File: src/rtl/seq_add_n.sv
// seq_add_n: digit-serial adder/subtractor.
// Operands are captured on start, then DIGIT bits per clock are added
// LSB-first through a stored carry. The finished result, carry-out and
// signed overflow are loaded into the output registers in one edge.
module seq_add_n #(
  parameter int WIDTH = 8,
  parameter int DIGIT = 1
) (
  input  logic             clk,
  input  logic             rst,
  input  logic             start,
  input  logic             sub,
  input  logic [WIDTH-1:0] a,
  input  logic [WIDTH-1:0] b,
  input  logic             cin,
  output logic             busy,
  output logic             done,
  output logic [WIDTH-1:0] sum,
  output logic             cout,
  output logic             ovf
);

  localparam int NDIG = WIDTH / DIGIT;
  localparam int CW   = (NDIG > 1) ? $clog2(NDIG) : 1;
  localparam logic [CW-1:0] LAST = CW'(NDIG - 1);

  typedef enum logic [1:0] {IDLE, RUN, DONE} state_t;

  state_t           state, state_nxt;
  logic [WIDTH-1:0] wa, wb, wsum, wsum_nxt;
  logic             wcarry;
  logic [CW-1:0]    cnt;
  logic [DIGIT:0]   dsum;
  logic             msb_cin;
  logic             last;
  logic             accept;

  // Digit adder: low DIGIT bits of the working operands plus the stored
  // carry. The carry into the top bit of the digit is recovered as
  // sum ^ a ^ b, which gives the carry into bit WIDTH-1 on the last digit.
  always_comb begin
    dsum     = {1'b0, wa[DIGIT-1:0]} + {1'b0, wb[DIGIT-1:0]} + {{DIGIT{1'b0}}, wcarry};
    wsum_nxt = (wsum >> DIGIT) | (WIDTH'(dsum[DIGIT-1:0]) << (WIDTH - DIGIT));
    msb_cin  = dsum[DIGIT-1] ^ wa[DIGIT-1] ^ wb[DIGIT-1];
    last     = (state == RUN) && (cnt == LAST);
    accept   = (state != RUN) && start;
  end

  // State register.
  always_ff @(posedge clk or posedge rst) begin
    if (rst) state <= IDLE;
    else     state <= state_nxt;
  end

  // Next-state logic and status outputs; start is only honoured outside RUN.
  always_comb begin
    state_nxt = state;
    busy      = 1'b0;
    done      = 1'b0;
    case (state)
      IDLE: if (start) state_nxt = RUN;
      RUN: begin
        busy = 1'b1;
        if (last) state_nxt = DONE;
      end
      DONE: begin
        done      = 1'b1;
        state_nxt = start ? RUN : IDLE;
      end
      default: state_nxt = IDLE;
    endcase
  end

  // Datapath: subtraction is folded in at capture time as a + ~b + ~cin,
  // so the serial loop is always a plain add. Outputs change only on the
  // final digit so partial sums are never visible.
  always_ff @(posedge clk or posedge rst) begin
    if (rst) begin
      wa     <= '0;
      wb     <= '0;
      wsum   <= '0;
      wcarry <= 1'b0;
      cnt    <= '0;
      sum    <= '0;
      cout   <= 1'b0;
      ovf    <= 1'b0;
    end else if (accept) begin
      wa     <= a;
      wb     <= sub ? ~b : b;
      wcarry <= sub ? ~cin : cin;
      wsum   <= '0;
      cnt    <= '0;
    end else if (state == RUN) begin
      wa     <= wa >> DIGIT;
      wb     <= wb >> DIGIT;
      wcarry <= dsum[DIGIT];
      wsum   <= wsum_nxt;
      cnt    <= cnt + CW'(1);
      if (last) begin
        sum  <= wsum_nxt;
        cout <= dsum[DIGIT];
        ovf  <= msb_cin ^ dsum[DIGIT];
      end
    end
  end

endmodule

File: config.mk
export PLATFORM = sky130hd
export DESIGN_NAME = seq_add_n
export DESIGN_NICKNAME = d
export VERILOG_FILES = /design/src/rtl/seq_add_n.sv
export SDC_FILE = /design/constraint.sdc
export NUM_CORES = 1
export LEC_CHECK = 0
export BUFFER_PORTS_ARGS = -buffer_cell sky130_fd_sc_hd__buf_4
export CAP_MARGIN = 20
export CORE_ASPECT_RATIO = 1.2
export CORE_MARGIN = 2
export CORE_UTILIZATION = 36
export CTS_CLUSTER_SIZE = 16
export DETAILED_ROUTE_END_ITERATION = 12
export GPL_ROUTABILITY_DRIVEN = 0
export PLACE_DENSITY = 0.59
export SYNTH_ARGS = -nofsm -noshare
export SYNTH_HDL_FRONTEND = slang
export SYNTH_SLANG_ARGS = --single-unit
File: constraint.sdc
create_clock -name clk -period 1.96 [get_ports clk]
set_clock_uncertainty 0.05 [all_clocks]
set_input_delay 0.294 -clock clk [delete_from_list [all_inputs] [get_ports clk]]
set_output_delay 0.294 -clock clk [all_outputs]
set_load 0.01 [all_outputs]
==> results.json, run 1 <==
{
  "status": "finished clean",
  "row_count": 29,
  "dp_hpwl_mm": 2.17,
  "required_ns": 1.62,
  "slew_headroom_pct": 67.3,
  "worst_slew_pin_slew_ns": 0.491,
  "hp-class": "in -> async",
  "htree_num_levels": 2,
  "drt_iter0_markers": 57,
  "grt.overflow.total": 0,
  "cts-resized-gates": 0,
  "synth_area_per_cell_sq_um": 11.5,
  "yosys_warnings": 0,
  "port_buffers": 32,
  "cellLeakagePower_nw": 1.11,
  "post_cts_buffers": 0,
  "wl_mm": 3.22,
  "place_area_sq_um": 2150,
  "antenna_found_initial": 0,
  "total_power_mw": 3.37,
  "track_usage_pct": 12.0,
  "ir_worst_vdd_v": 0.000647,
  "clk_pin_slew_ns": 0.08,
  "fin_setup_tns_ns": 0,
  "firstDrtPassIters": 6,
  "nFillCells": 530,
  "mappedNetlistArea_sq_um": 1920,
  "grt_max_degree": 40,
  "tritoncts": "done",
  "die-area_sq_um": 5920,
  "numCtsBuffers": 5,
  "synth_top_area_share_pct": 50.9,
  "clkSinkCount": 39,
  "critical_path_arrival_ns": 1.29,
  "num_io_pins": 33,
  "setup_viol": 0,
  "die_w_microns": 70.6,
  "coreArea_sq_um": 5230,
  "holdBufCountCts": 0,
  "clock_path_buffers": 2,
  "placed_cells": 252,
  "area_delta_synth_final_pct": 18.5,
  "maxCapViolCount": 0,
  "grt_pass1_wl_mm": 5.61,
  "worst-path-max-fanout": 25,
  "route.vias.total": 1219,
  "finalHoldViolations": 0,
  "num-nets-final": 221,
  "initial_utilization_pct": 36.7,
  "min_period_over_period_pct": 83.5,
  "wire_per_inst_microns": 12.4,
  "ys_ff_latch": 39,
  "fin_area_sq_um": 2270,
  "layout.cells.most_common": "dfrtp_1",
  "final_cell_mix": "dfrtp_1 (39), buf_4 (34), nand2_1 (29)",
  "hold_slack_ns": 0.0713,
  "clkLatencyLatePin_ns": 0.29,
  "p_per_area_nw_per_um2": 1490,
  "drtAntennaViolNets": 0,
  "period_needed_ns": 1.64,
  "grt_pass1_vias": 1258,
  "synthDistinctLibCells": 27,
  "maxSlewViolCount": 0,
  "drc_errors": 0,
  "synthTopCellsByArea": "dfrtp_1 (51%), mux2i_1 (8.4%), o21ai_2 (6.4%)",
  "cp-start-kind": "flip-flop",
  "via_per_inst": 4.69,
  "yosys.area.top_type": "dfrtp_1",
  "cts_root_buf": "clkbuf_8",
  "num_antenna_cells": 0,
  "synth_nets": 190,
  "cp-end-kind": "output pin",
  "netlist_instances": 166,
  "die_height_microns": 83.9,
  "fmax_ghz": 0.611,
  "drive_above_1_share_pct": 36.4,
  "seq_area_frac_synth_pct": 50.9,
  "criticalPathCategory": "reg -> out",
  "fin_cells": 260,
  "rsz0062_at_grt": "no"
}
==> kinds of logic (layout without fill, tap and decap cells) <==
kind of cell / Yosys count / after routing / share of synthesized area (%)
adders and majority gates: 3 / 3 / 2.35
DFF: 39 / 39 / 50.9
xor gates and xnor gates: 12 / 12 / 5.49
and+or+nand+nor: 41 / 41 / 9.93
AOI/OAI and AO/OA: 30 / 30 / 11.1
buffers and inverters: 18 / 50 / 7.71
muxes: 23 / 23 / 12.5
==> area by class of cell <==
type / count / area (sq um) / share of cell area (%)
sequential: 39 / 976 / 43.0
clock inverter: 2 / 35.0 / 1.54
tap: 62 / 77.6 / 3.42
timing repair buffer: 35 / 275 / 12.1
clock buffer: 6 / 82.6 / 3.64
inverter: 7 / 31.3 / 1.38
multi-input combinational: 109 / 792 / 34.9
==> critical path: stages (launching register included) <==
cell and delay (ns):
dfrtp_1 0.40, nand2b_1 0.22, inv_6 0.21, buf_4 0.16
==> metrics by stage <==
| step | utilization, % | setup slack, ns |
|---|---|---|
| after floorplan | - | 0.388 |
| after global placement | 41.2 | 0.437 |
| after detailed placement | 41.2 | 0.379 |
| after CTS | 43.4 | 0.308 |
| after global routing | 43.4 | 0.238 |
| final | 43.4 | 0.324 |
==> Yosys cell counts (all sizes together) <==
master	number
mux2	7
dfrtp	39
xor2	8
nand3	1
xnor2	4
buf	10
ha	2
mux2i	16
nor2	3
o21ai	27
nand2b	1
fa	1
nand2	34
o22ai	2
a211oi	1
clkbuf	1
and2b	1
nand3b	1
inv	7
==> state kept, by name, indices dropped and copies added (netlist names) <==
name    cells
cnt         3
cout        1
wb          8
ovf         1
sum         8
wsum        7
wa          8
state       2
wcarry      1
==> final timing paths <==
check                         start    end  slack, ns  cells after the start
setup / recovery           state[1]   busy       0.32                      3
hold / removal                  rst  wb[1]       0.07                      3
setup reg to reg              wa[0]    ovf       0.39                      5
hold reg to reg               wb[2]  wb[1]       0.43                      2
max in group asynchronous       rst  wa[3]       1.45                      3
min in group clk               a[7]  wa[7]       0.20                      3
==> routing by layer <==
metal	vias to the layer above	GRT usage (%)	wire length [microns]
met5	-	0	0
li1	611	-	-
met1	578	15.5	1480
met3	4	4.11	157
met2	26	18.4	1520
met4	0	5.15	55
==> power by group <==
part	internal (mW)	total, mW	switching (mW)	leakage [nW]
Combinational	0.638	1.32	0.681	0.551
Clock	0.412	0.686	0.274	0.0612
Sequential	1.16	1.37	0.214	0.495
No activity file was read; power rests on OpenSTA's default activity.
==> run 2, diff against run 1 <==
clock period = 1.6 ns   (was 1.96 ns; I/O delays follow)
==> run 2 against run 1 <==
Net effect: worst setup slack got worse by 0.26 ns; sequential share of layout area fell by 0.84 points; largest cell class unchanged; largest power group is now combinational cells; highest routed layer unchanged; die area did not move; combinational power rose by 38%.
==> results.json, run 2 (synthesis results as in run 1) <==
{
  "status": "finished clean",
  "firstDrtPassIters": 4,
  "port_buffers": 32,
  "critical_path_arrival_ns": 1.65,
  "maxSlewViolCount": 0,
  "cp-end-kind": "flip-flop",
  "slowest_delay_ns": 0.58,
  "holdBufCountCts": 0,
  "p_per_area_nw_per_um2": 1800,
  "reg2regPathDepth": 5,
  "fin_util_pct": 44.3,
  "gr-max-usage-layer": "met2",
  "worst-path-max-fanout": 3,
  "area_delta_synth_final_pct": 20.8,
  "clk_pin_slew_ns": 0.07,
  "cp_num_cells": 5,
  "layout.cells.most_common": "dfrtp_1",
  "period_needed_ns": 1.53,
  "slew_headroom_pct": 67.8,
  "grt_pass1_vias": 1243,
  "grt_pass1_wl_mm": 5.73,
  "ir_worst_vdd_v": 0.000607,
  "criticalPathCategory": "reg -> reg",
  "die_w_microns": 70.6,
  "hp-class": "in -> async",
  "coreArea_sq_um": 5230,
  "tritoncts": "done",
  "nFillCells": 516,
  "worst_slew_pin_slew_ns": 0.483,
  "wl_mm": 3.34,
  "die_height_microns": 83.9,
  "grt_util_met2_pct": 18.3,
  "total_power_mw": 4.16,
  "cp-start-kind": "flip-flop",
  "clkLatencyLatePin_ns": 0.29,
  "slowest_stage": "fa_2",
  "drt_iter0_markers": 39,
  "fin_setup_tns_ns": 0,
  "antenna_found_initial": 0,
  "num-nets-final": 226,
  "cp_cell_sequence": "inv_1 > fa_2 > xnor2_2 > xnor2_1 > o21ai_1",
  "num_io_pins": 33,
  "crit_buf_inv": 1,
  "dp_hpwl_mm": 2.22,
  "maxCapViolCount": 0,
  "grtUsageMet1_pct": 17.1,
  "final_cell_mix": "dfrtp_1 (39), buf_4 (37), nand2_1 (29)",
  "grt.overflow.total": 0,
  "cts_root_buf": "clkbuf_8",
  "die-area_sq_um": 5920,
  "seqCellArea_sq_um": 976,
  "via_per_inst": 4.72,
  "route.vias.total": 1246,
  "cellLeakagePower_nw": 1.14,
  "wire_per_inst_microns": 12.6,
  "cp_top_family": "adder cells",
  "setup_viol": 0,
  "drc_errors": 0,
  "finalHoldViolations": 0,
  "multiInputGateArea_sq_um": 810,
  "drive_above_1_share_pct": 39.1,
  "grt_max_degree": 40,
  "track_usage_pct": 12.4,
  "reg_top3": "sum (8), wa (8), wb (8)",
  "drtAntennaViolNets": 0,
  "row_count": 29,
  "num_antenna_cells": 0,
  "numCtsBuffers": 5,
  "required_ns": 1.72,
  "htree_num_levels": 2,
  "clkSinkCount": 39,
  "clock_path_buffers": 2,
  "use_met3_pct": 4.11,
  "min_period_over_period_pct": 95.9,
  "initial_utilization_pct": 36.7,
  "fmax_ghz": 0.652
}
run 2: tightest hold or removal path, stage by stage:
cell and delay (ns):
buf_4 0.11, inv_1 0.04, buf_4 0.41
run 2: stage by stage:
stage	worst slack, ns	area (sq um)	cells	hold slack (ns)
6_report	0.0661	2310	264	0.0223
5_1_grt	-0.00289	2310	264	0.0677
4_1_cts	0.0157	2300	264	0.0429
3_5_place_dp	0.0570	2190	255	0.354
3_3_place_gp	0.103	2190	255	0.356
2_1_floorplan	0.0276	1920	166	0.346
run 2: power by group:
| group | internal, mW | total, mW | switching [mW] |
|---|---|---|---|
| Sequential | 1.42 | 1.68 | 0.266 |
| Clock | 0.338 | 0.659 | 0.321 |
| Combinational | 0.928 | 1.82 | 0.894 |
run 2: what timing repair did:
action	CTS	global route
endpoints found under the hold margin	0	0
gates cloned	1	0
pin swaps	0	1
buffers inserted	1	0
setup endpoints to repair	1	2
gates resized for setup	1	4
run 2: final cells by class:
| class | count | share of cell area (%) |
|---|---|---|
| flip-flops and latches | 39 | 42.2 |
| inverters | 7 | 1.73 |
| clock inverters | 1 | 0.216 |
| multi-input cells | 109 | 35.0 |
| clock buffers | 6 | 3.57 |
| well taps | 62 | 3.35 |
| repair buffers | 39 | 13.7 |
| repair inverters | 1 | 0.270 |
run 2: path summary, 6_finish.rpt:
kind / from / end / slack (ns)
worst max-delay path: wb[0] / ovf / 0.07
worst min-delay path: rst / wb[1] / 0.02
worst max register to register: wb[0] / ovf / 0.07
worst min register to register: wb[5] / wb[4] / 0.43
max in group asynchronous: rst / sum[3] / 1.14
min in group clk: a[7] / wa[7] / 0.15
run 2: layer usage:
| layer | part of all wire, % | vias up | wire, microns |
|---|---|---|---|
| met5 | 0 | - | 0 |
| met4 | 1.8 | 0 | 61 |
| met3 | 5.0 | 7 | 167 |
| met2 | 46 | 26 | 1540 |
| met1 | 47 | 586 | 1570 |
| li1 | - | 627 | - |
